===== src/rtl/haar_stage_evaluator.sv =====
// Weak-classifier stage evaluator: selects a leaf per feature, accumulates the stage sum
// and compares it with the stage threshold. HAAR_STAGE_SATURATE_EN enables saturating adds.
module haar_stage_evaluator #(
    parameter int unsigned FEAT_W = 16,
    parameter int unsigned LEAF_W = 12,
    parameter int unsigned ACC_W  = 20
) (
    input  logic                     clk,
    input  logic                     rst_n,
    input  logic                     rst_local,
    input  logic                     feature_valid,
    input  logic signed [FEAT_W-1:0] feature_value,
    input  logic signed [FEAT_W-1:0] feature_threshold,
    input  logic signed [LEAF_W-1:0] left_val,
    input  logic signed [LEAF_W-1:0] right_val,
    input  logic                     last_feature,
    input  logic signed [ACC_W-1:0]  stage_threshold,
    output logic                     stage_status,
    output logic                     stage_done,
    output logic signed [ACC_W-1:0]  stage_sum,
    output logic                     proto_err
);

    typedef enum logic [1:0] {StIdle, StAccum, StDecide, StDone} state_e;

    state_e                   state_q;
    logic                     s1_valid_q, s1_last_q;
    logic signed [FEAT_W-1:0] s1_value_q, s1_thr_q;
    logic signed [LEAF_W-1:0] s1_left_q, s1_right_q;
    logic                     s2_valid_q, s2_last_q;
    logic signed [LEAF_W-1:0] s2_leaf_q;
    logic signed [ACC_W-1:0]  stage_thr_q, acc_q;
    logic                     status_q, done_q, err_q, last_seen_q;

    logic                     accept, feature_err, sat_event;
    logic signed [LEAF_W-1:0] leaf_sel;
    logic signed [ACC_W-1:0]  leaf_ext, sum_next;

    // Once the last feature is in flight, further features belong to no stage.
    assign accept = feature_valid && !rst_local && !last_seen_q &&
                    (state_q == StIdle || state_q == StAccum);
    assign feature_err = feature_valid && !rst_local && !accept;

    assign leaf_sel = (s1_value_q < s1_thr_q) ? s1_left_q : s1_right_q;
    assign leaf_ext = ACC_W'(s2_leaf_q);

`ifdef HAAR_STAGE_SATURATE_EN
    logic [ACC_W:0] sum_wide;
    logic           ovf;

    always_comb begin
        sum_wide  = {acc_q[ACC_W-1], acc_q} + {leaf_ext[ACC_W-1], leaf_ext};
        ovf       = sum_wide[ACC_W] != sum_wide[ACC_W-1];
        sat_event = s2_valid_q && ovf;
        if (!ovf) begin
            sum_next = sum_wide[ACC_W-1:0];
        end else if (sum_wide[ACC_W]) begin
            sum_next = {1'b1, {(ACC_W-1){1'b0}}};
        end else begin
            sum_next = {1'b0, {(ACC_W-1){1'b1}}};
        end
    end
`else
    assign sum_next  = acc_q + leaf_ext;
    assign sat_event = 1'b0;
`endif

    always_ff @(posedge clk or negedge rst_n) begin
        if (!rst_n) begin
            state_q     <= StIdle;
            s1_valid_q  <= 1'b0;
            s1_last_q   <= 1'b0;
            s1_value_q  <= '0;
            s1_thr_q    <= '0;
            s1_left_q   <= '0;
            s1_right_q  <= '0;
            s2_valid_q  <= 1'b0;
            s2_last_q   <= 1'b0;
            s2_leaf_q   <= '0;
            stage_thr_q <= '0;
            acc_q       <= '0;
            status_q    <= 1'b0;
            done_q      <= 1'b0;
            err_q       <= 1'b0;
            last_seen_q <= 1'b0;
        end else if (rst_local) begin
            // stage_status survives: the control unit samples it during rst_local.
            state_q     <= StIdle;
            s1_valid_q  <= 1'b0;
            s2_valid_q  <= 1'b0;
            acc_q       <= '0;
            done_q      <= 1'b0;
            err_q       <= 1'b0;
            last_seen_q <= 1'b0;
        end else begin
            done_q     <= 1'b0;
            s1_valid_q <= accept;
            if (accept) begin
                s1_last_q  <= last_feature;
                s1_value_q <= feature_value;
                s1_thr_q   <= feature_threshold;
                s1_left_q  <= left_val;
                s1_right_q <= right_val;
                if (last_feature) begin
                    last_seen_q <= 1'b1;
                    stage_thr_q <= stage_threshold;
                end
            end
            s2_valid_q <= s1_valid_q;
            s2_last_q  <= s1_last_q;
            s2_leaf_q  <= leaf_sel;
            if (s2_valid_q) begin
                acc_q <= sum_next;
            end
            if (feature_err || sat_event) begin
                err_q <= 1'b1;
            end
            unique case (state_q)
                StIdle: begin
                    if (accept) begin
                        state_q <= StAccum;
                    end
                end
                StAccum: begin
                    if (s2_valid_q && s2_last_q) begin
                        state_q <= StDecide;
                    end
                end
                StDecide: begin
                    status_q <= (acc_q >= stage_thr_q);
                    done_q   <= 1'b1;
                    state_q  <= StDone;
                end
                StDone: begin
                    state_q <= StDone;
                end
                default: state_q <= StIdle;
            endcase
        end
    end

    assign stage_status = status_q;
    assign stage_done   = done_q;
    assign stage_sum    = acc_q;
    assign proto_err    = err_q;

endmodule


===== config.mk =====
export PLATFORM = sky130hd
export DESIGN_NAME = haar_stage_evaluator
export DESIGN_NICKNAME = d
export VERILOG_FILES = /design/src/rtl/haar_stage_evaluator.sv
export SDC_FILE = /design/constraint.sdc
export NUM_CORES = 1
export LEC_CHECK = 0
export BUFFER_PORTS_ARGS = -buffer_cell sky130_fd_sc_hd__buf_4
export CAP_MARGIN = 5
export CORE_ASPECT_RATIO = 1.2
export CORE_UTILIZATION = 45
export CTS_BUF_LIST = sky130_fd_sc_hd__clkbuf_2
export DETAILED_ROUTE_END_ITERATION = 7
export GPL_TIMING_DRIVEN = 0
export PLACE_DENSITY = 0.66
export SLEW_MARGIN = 20
export SYNTH_ARGS = -nofsm -noshare
export SYNTH_HDL_FRONTEND = slang
export SYNTH_SLANG_ARGS = --single-unit
export TNS_END_PERCENT = 1

===== constraint.sdc =====
create_clock -name clk -period 4.4 [get_ports clk]
set_input_delay 0.22 -clock clk [delete_from_list [all_inputs] [get_ports clk]]
set_output_delay 0.22 -clock clk [all_outputs]
set_load 0.05 [all_outputs]

# After elaboration in Yosys (flattened, before gate mapping)
# Cells that the tools add are included.
# totals
ff_bits	118
latch_bits	0
ramBits	0
mem_bits_ro	0
input_bits	81
elab_cells	61
n_memories	0
# op_classes
add_sub_neg	1
mul	0
div	0
order_cmp	2
n_eq_ne	5
shift	0
muxes	16
bitwise_logic	1
n_reduce_logical	20
# ops
op	count
$mux W20	2
$add A20 B12 Y20	1
$ge A20 B20 Y1	1
$lt A16 B16 Y1	1
$mux W12	1
$mux W1	9
$reduce_and A2 Y1	4
$reduce_bool A2 Y1	4
$mux W2	3
$pmux W2 S3	1
$logic_and A1 B1 Y1	5
$eq A2 B2 Y1 const B	2
$logic_not A1 Y1	3
$ne A3 B2 Y1 const B	1
$ne A3 B3 Y1 const B	1
$reduce_and A3 Y1	1
$eq A2 B1 Y1 const B	1
$logic_not A2 Y1	1
$reduce_or A2 Y1	1
$logic_or A1 B1 Y1	1
$not A1 Y1	1

# Logic depth before layout (Yosys ltp)
# Gate-level depths: netlist (run 1).
# logic_depth
depth_word	8
depth_mapped	9
ltp_nobuf	8

# Worst setup path before layout (run 1)
# Ideal clock, no wire load.
# synth_path
kind	reg2reg
startpoint	register acc_q[0], in the netlist stage_sum[0]
endpoint	register acc_q[18], in the netlist stage_sum[18]
t_arrival_ns	2.513
required_ns	4.280
slack_ns	1.767
path_stages_with_launch	9
n_path_buf	0
path_cell_list	dfrtp_1 -> ha_1 -> fa_1 -> a211oi_2 -> nor2_1 -> a31oi_2 -> a211oi_1 -> or3_1 -> a31o_1
# synth_between
elab_chain_cells	3
# synth_rtl
element	line_no	text
start, declared	32	logic signed [ACC_W-1:0] stage_thr_q, acc_q;
start signal, assigned	113	acc_q <= sum_next;
$add A20 B12 Y20	64	assign sum_next = acc_q + leaf_ext;
$mux W20	112	if (s2_valid_q) begin
$mux W20	86	end else if (rst_local) begin
# Every way passes these cells. The select of a mux whose other input is x is not followed.
# A chain may end at the register's enable or synchronous reset.

# Worst setup path after layout (run 1)
# layout_path
startpoint	register acc_q[0], in the netlist stage_sum[0]
endpoint	register acc_q[16], in the netlist stage_sum[16]
# The elaborated chain is that of the path after synthesis.

==> results.md, run 1 <==
* Routed via count at 5863
* Crit Path Max Fanout at 5
* Final hold vios at 0
* Tmin final at 2780 ps
* HP Class: input pin to flip-flop
* DRC viols at 0
* First-pass GRT wire length at around 29 mm
* Max_cap viols at 0
* Ports at between 100 and 150
* RSZ-0062 raised after global routing: false
* IO Port Bufs at 102
* Setup crit end kind: flip-flop
* Count of cell types in the netlist at 69
* Core Area at about 14000 µm²
* Worst-Skew Late Latency at 700 ps
* Slew Limit Fails at 0
* Area grow syn2layout at 32.4%
* # clock sinks at roughly 120
* Worst hold margin at 235 ps
* Synth area leader: dfrtp_1
* Syn nets at 846
* Hold Path Depth at 4
* Initial Util at 46.4%
* Synthesized area per cell at 9.46 µm²
* Flops & latches, synth at 118
* Post-layout nets at 1052
* Routed WL at 17.6 mm
* Largest net degree at the start of global routing at 72
* Cts repair resizes at 0
* Setup TNS at 0 ps
* Initial antenna violation count at 1
* HPWL after detailed placement at 12.6 mm
* Root buf cell: clkbuf_2
* Die footprint at 15400 µm²
* Setup Crit Path Kind: flip-flop to flip-flop
* Crit path arrival time at 3420 ps
* DR pass1 iterations at 4
* Fin Clk Skew at roughly 33 ps
* Placer Congestion at between 0.8 and 0.9
* Vias in the first global route at 6141
* Die width at 114 µm
* CTS H-tree depth at 4
* Pleak at 4.43 nW
* Total track usage at about a quarter
* Top cells by area, synth: dfrtp_1 44%, ha_1 10%, nand2_1 9.1%, mux2_4 4.0%, inv_1 2.6%
* WL/cell at 15.6 µm
* Finished Layout Cells at around 1100
* Status: finished clean
* GRT overflow at 0
* Clock buffer depth at 2
* Routed Antenna Nets at 0
* VDD IR max at between 0.2 and 0.25 mV
* Vias/cell at 5.19
* Final setup fails at 0
* YS warnings at 0
* Final Util at between 60% and 70%
* Layout cells sized above 1 at 19.7%
* Pwr dens at 388 nW/µm²
* CP required at 5040 ps
* CTS Buf Count at 17
* First DRT Iteration DRCs at 294
* Max frequency at 0.360 GHz
* Top-area cell type share of the netlist area at a little over two fifths
* Relative slew slack at between 60% and 70%
* Chip Height at 136 µm
* Cell Rows at 48
* Mapped cell area at about 6700 µm²
* Crit share post-route at 63.2%
* Post-synth EDFFs at 0
* CTS tree: yes
* Ys async rst share at 100%
* Placed cells at 1013
* Clock-pin transition on the worst setup and hold timing paths at 210 ps
* Main synth FF type: dfrtp_1
* R2R cell count at 8
* Crit path launch type: flip-flop
* Worst Max-Slew Pin Slew at 535 ps
* Cells after Synth at 710
* Register area share after synthesis at a little over two fifths
[metrics by stage]
| stage | power (mW) | worst slack (ps) | cell area, µm² |
|---|---|---|---|
| floorplan | 2.27 | 1770 | 6710 |
| CTS | 3.46 | 1640 | 8880 |
| finish | 3.45 | 1620 | 8890 |
| detailed placement | 2.62 | 1680 | 7760 |
| global placement | 2.58 | 1740 | 7730 |
| global route | 3.70 | 1470 | 8890 |
[final timing paths]
kind,start,endpoint,slack [ps]
max,stage_sum[0],stage_sum[16],1620
min,feature_value[9],s1_value_q[9],240
max reg2reg,stage_sum[0],stage_sum[16],1620
min reg2reg,s1_right_q[2],s1_right_q[2],490
max in group asynchronous,rst_n,s1_thr_q[13],3470
min in group asynchronous,rst_n,stage_sum[12],560
[flip-flops by register name (all words and copies together) (netlist names)]
name and flops:
stage_done 1, s1_last_q 1, s1_thr_q 16, proto_err 1
s2_valid_q 1, stage_thr_q 20, s2_last_q 1, s1_valid_q 1
s1_value_q 16, stage_status 1, stage_sum 20, state_q 2
s1_left_q 12, s2_leaf_q 12, last_seen_q 1, s1_right_q 12
[final cells by class]
cell class	instances	area, µm²
fill	1235	5590
multi-input combinational	512	3400
sequential	118	2950
timing repair buffer	187	1660
tap	200	250
buffer	32	180
inverter	48	180
clock inverter	15	179
clock buffer	17	85.1
antenna	1	2.50
[cells in the final DEF (no fill, tap or decap), types with 15 or more instances in the layout]
cell / Yosys / routed
nand2_1: 162 / 162
dfrtp_1: 118 / 118
buf_4: 1 / 102
dlygate4sd3_1: 0 / 83
ha_1: 54 / 54
inv_1: 47 / 47
nor2_1: 31 / 31
o21ai_1: 30 / 30
a21oi_1: 27 / 27
mux2_4: 18 / 18
clkbuf_2: 0 / 17
nor3b_1: 16 / 16
o21a_1: 15 / 15
[kinds of logic after synthesis]
family / count (synthesis) / share of synthesized area [%]
and+or+nand+nor: 274 / 18.9
adders and majority gates: 55 / 10.4
muxes: 25 / 5.12
buffers and inverters: 80 / 5.37
AOI/OAI and AO/OA: 152 / 15.4
xor gates and xnor gates: 6 / 0.783
DFF: 118 / 44.0
[worst max-delay path: stages (launching register included)]
cell and delay, ps:
dfrtp_1 470, ha_1 270, fa_1 450, a211oi_2 240, nor2_1 100, a31oi_2 350
a21oi_1 210, a2111oi_0 480, a221o_1 180
[metal layers]
layer	global-route usage, %	vias to the layer above	part of all wire [%]
li1	-	2885	-
met2	44.0	169	52
met4	10.6	0	2.3
met5	0	-	0
met1	28.3	2784	41
met3	5.15	25	4.4
[cells in the mapped netlist (all sizes together), types with 5 or more instances]
cell / number
nand2: 163
dfrtp: 118
ha: 54
inv: 48
o21ai: 42
nor2: 31
a21oi: 28
mux2: 21
buf: 19
nor3b: 17
o21a: 15
a21o: 13
clkbuf: 13
nand2b: 13
o31a: 13
nor3: 10
a211oi: 9
nand4: 7
or3: 6
nand3: 5
[power breakdown]
part	internal (mW)	switching [mW]
logic	0.577	0.681
registers	1.28	0.138
clock network	0.319	0.455
[timing repair]
item	4_1_cts	5_1_grt
endpoints found under the setup margin	0	0
buffers inserted	0	0
hold buffers	84	0
hold endpoints to repair	200	0
Note: power is estimated with default switching activity, not from simulation.
==> run 2, diff against run 1 <==
--- a/config.mk
+++ b/config.mk
@@ -12,7 +12,7 @@
 export CTS_BUF_LIST = sky130_fd_sc_hd__clkbuf_2
 export DETAILED_ROUTE_END_ITERATION = 7
 export GPL_TIMING_DRIVEN = 0
-export PLACE_DENSITY = 0.66
+export PLACE_DENSITY = 0.68
 export SLEW_MARGIN = 20
 export SYNTH_ARGS = -nofsm -noshare
 export SYNTH_HDL_FRONTEND = slang
==> constraint.sdc (replaced) <==
create_clock -name clk -period 2.5 [get_ports clk]
set_input_delay 0.125 -clock clk [delete_from_list [all_inputs] [get_ports clk]]
set_output_delay 0.125 -clock clk [all_outputs]
set_load 0.05 [all_outputs]
==> results.md, run 2 (same netlist as run 1, synthesis figures left out) <==
* Worst Max-Slew Pin Slew at between 500 and 600 ps
* Pwr dens at 650 nW/µm²
* Clock buffer depth at 2
* N_diodes at 0
* Core Area at 14500 µm²
* Chip Height at ~140 µm
* Max_cap viols at 0
* Crit path largest cell delay at 590 ps
* Crit share post-route at a little over nine tenths
* Die footprint at 15400 µm²
* Most frequent cells in the layout: 162 x nand2_1, 114 x dfrtp_1, 107 x buf_4
* Crit Path Max Fanout at 10
* Crit path launch type: flip-flop
* VDD IR max at 0.337 mV
* Initial antenna violation count at 0
* Placement Cell Area at 7760 µm²
* Area grow syn2layout at 35.7%
* Leading cell type in the layout, fill and taps excluded: nand2_1
* Relative slew slack at between 60 and 70%
* First-pass GRT wire length at 29.8 mm
* Setup crit end kind: flip-flop
* CTS Buf Count at 17
* Die width at approximately 110 µm
* First DRT Iteration DRCs at roughly 260
* Max frequency at 0.408 GHz
* DRC viols at 0
* Slack of the critical path at 50.4 ps
* Layout cells sized above 1 at 21.6%
* Vias/cell at 5.18
* Largest net degree at the start of global routing at 74
* Met3 GRT Util at 5.01%
* Final hold vios at 0
* Pleak at 4.50 nW
* HP Class: input pin to flip-flop
* Post-layout nets at about 1100
* Clock-pin transition on the worst setup and hold timing paths at 190 ps
* GR Util met1 at 27.7%
* Total track usage at 25.2%
* CTS H-tree depth at 4
* Placed cells at 1013
* Root buf cell: clkbuf_2
* Ports at 104
* # clock sinks at 118
* Critical-path cell list: or4b_1 > buf_2 > inv_2 > nand2_2 > buf_6 > mux2_4 > dlygate4sd3_1
* RSZ-0062 raised after global routing: true
* Status: finished clean
* Routed Antenna Nets at 0
* CTS tree: yes
* Routed WL at 18.6 mm
* Initial Util at 46.4%
* IO Port Bufs at 102
* CP required at between 3000 and 4000 ps
* Design Power at 5.92 mW
* Final setup fails at 0
* Slew Limit Fails at 0
* Slowest CP cell: dlygate4sd3_1
* Placer Congestion at 0.875
* Setup Crit Path Kind: flip-flop to flip-flop
* Vias in the first global route at 6198
* Finished Layout Cells at 1152
* Tmin final at 2450 ps
* DR pass1 iterations at 7
* Most used routing layer: met2
* HPWL after detailed placement at about 13 mm
* Met2 GRT Util at between 40% and 50%
* GRT overflow at 0
* WL/cell at approximately 16 µm
* Cell area after layout at 9110 µm²
* Routed via count at around 6000
* Cell Rows at 48
* Worst-Skew Late Latency at 710 ps
* Crit path arrival time at 3050 ps
* Post-Place Setup Slack at -135 ps
* Fin Clk Skew at 29.9 ps
## run 2: cell type report
| class | count | area, µm² |
|---|---|---|
| Clock buffer | 20 | 100 |
| Inverter | 48 | 180 |
| Tap cell | 200 | 250 |
| Multi-Input combinational cell | 512 | 3490 |
| Buffer | 32 | 184 |
| Sequential cell | 118 | 2960 |
| Timing Repair Buffer | 212 | 1890 |
| Clock inverter | 10 | 61.3 |
| Fill cell | 1207 | 5360 |
## run 2: power by group
part | internal (mW) | switching [mW]
logic | 1.15 | 1.30
clock network | 0.249 | 0.730
registers | 2.26 | 0.241
## run 2: metrics by stage
step / hold slack [ps] / util (%) / setup TNS (ps)
after floorplan: -171 / - / 0
after CTS: 82.1 / 62.2 / 0
after global placement: 316 / 53.4 / -286
after detailed placement: 81.4 / 53.6 / -354
final: 143 / 62.9 / 0
after global routing: 66.6 / 62.9 / -81.8
## run 2: routing by layer
| metal | up-vias | routed length, µm | part of all wire (%) |
|---|---|---|---|
| li1 | 2918 | - | - |
| met1 | 2826 | 7700 | 41 |
| met2 | 188 | 9520 | 51 |
| met3 | 36 | 736 | 4.0 |
| met4 | 0 | 649 | 3.5 |
| met5 | - | 0 | 0 |
## run 2: path summary, 6_finish.rpt
check	endpoint	slack, ps	cells past startpoint	start
max	stage_thr_q[0]	50	7	state_q[1]
min	s1_value_q[11]	140	4	feature_value[11]
max reg2reg	stage_thr_q[0]	50	7	state_q[1]
min reg2reg	s1_right_q[1]	500	2	s1_right_q[1]
max in group asynchronous	s1_thr_q[13]	1650	4	rst_n
min in group asynchronous	stage_sum[14]	480	4	rst_n
## run 2: critical path, delay by kind of cell (launching register included)
kind                   cells  cell delay, ps
buffers and inverters      4            1050
muxes                      1             310
DFF                        1             440
and+or+nand+nor            2             560
## run 2: timing repair
item | 4_1_cts | 5_1_grt
hold endpoints to repair | 207 | 0
buffers inserted | 0 | 6
pin swaps | 2 | 6
resized for setup | 6 | 18
hold buffers | 103 | 0
endpoints found under the setup margin | 3 | 21
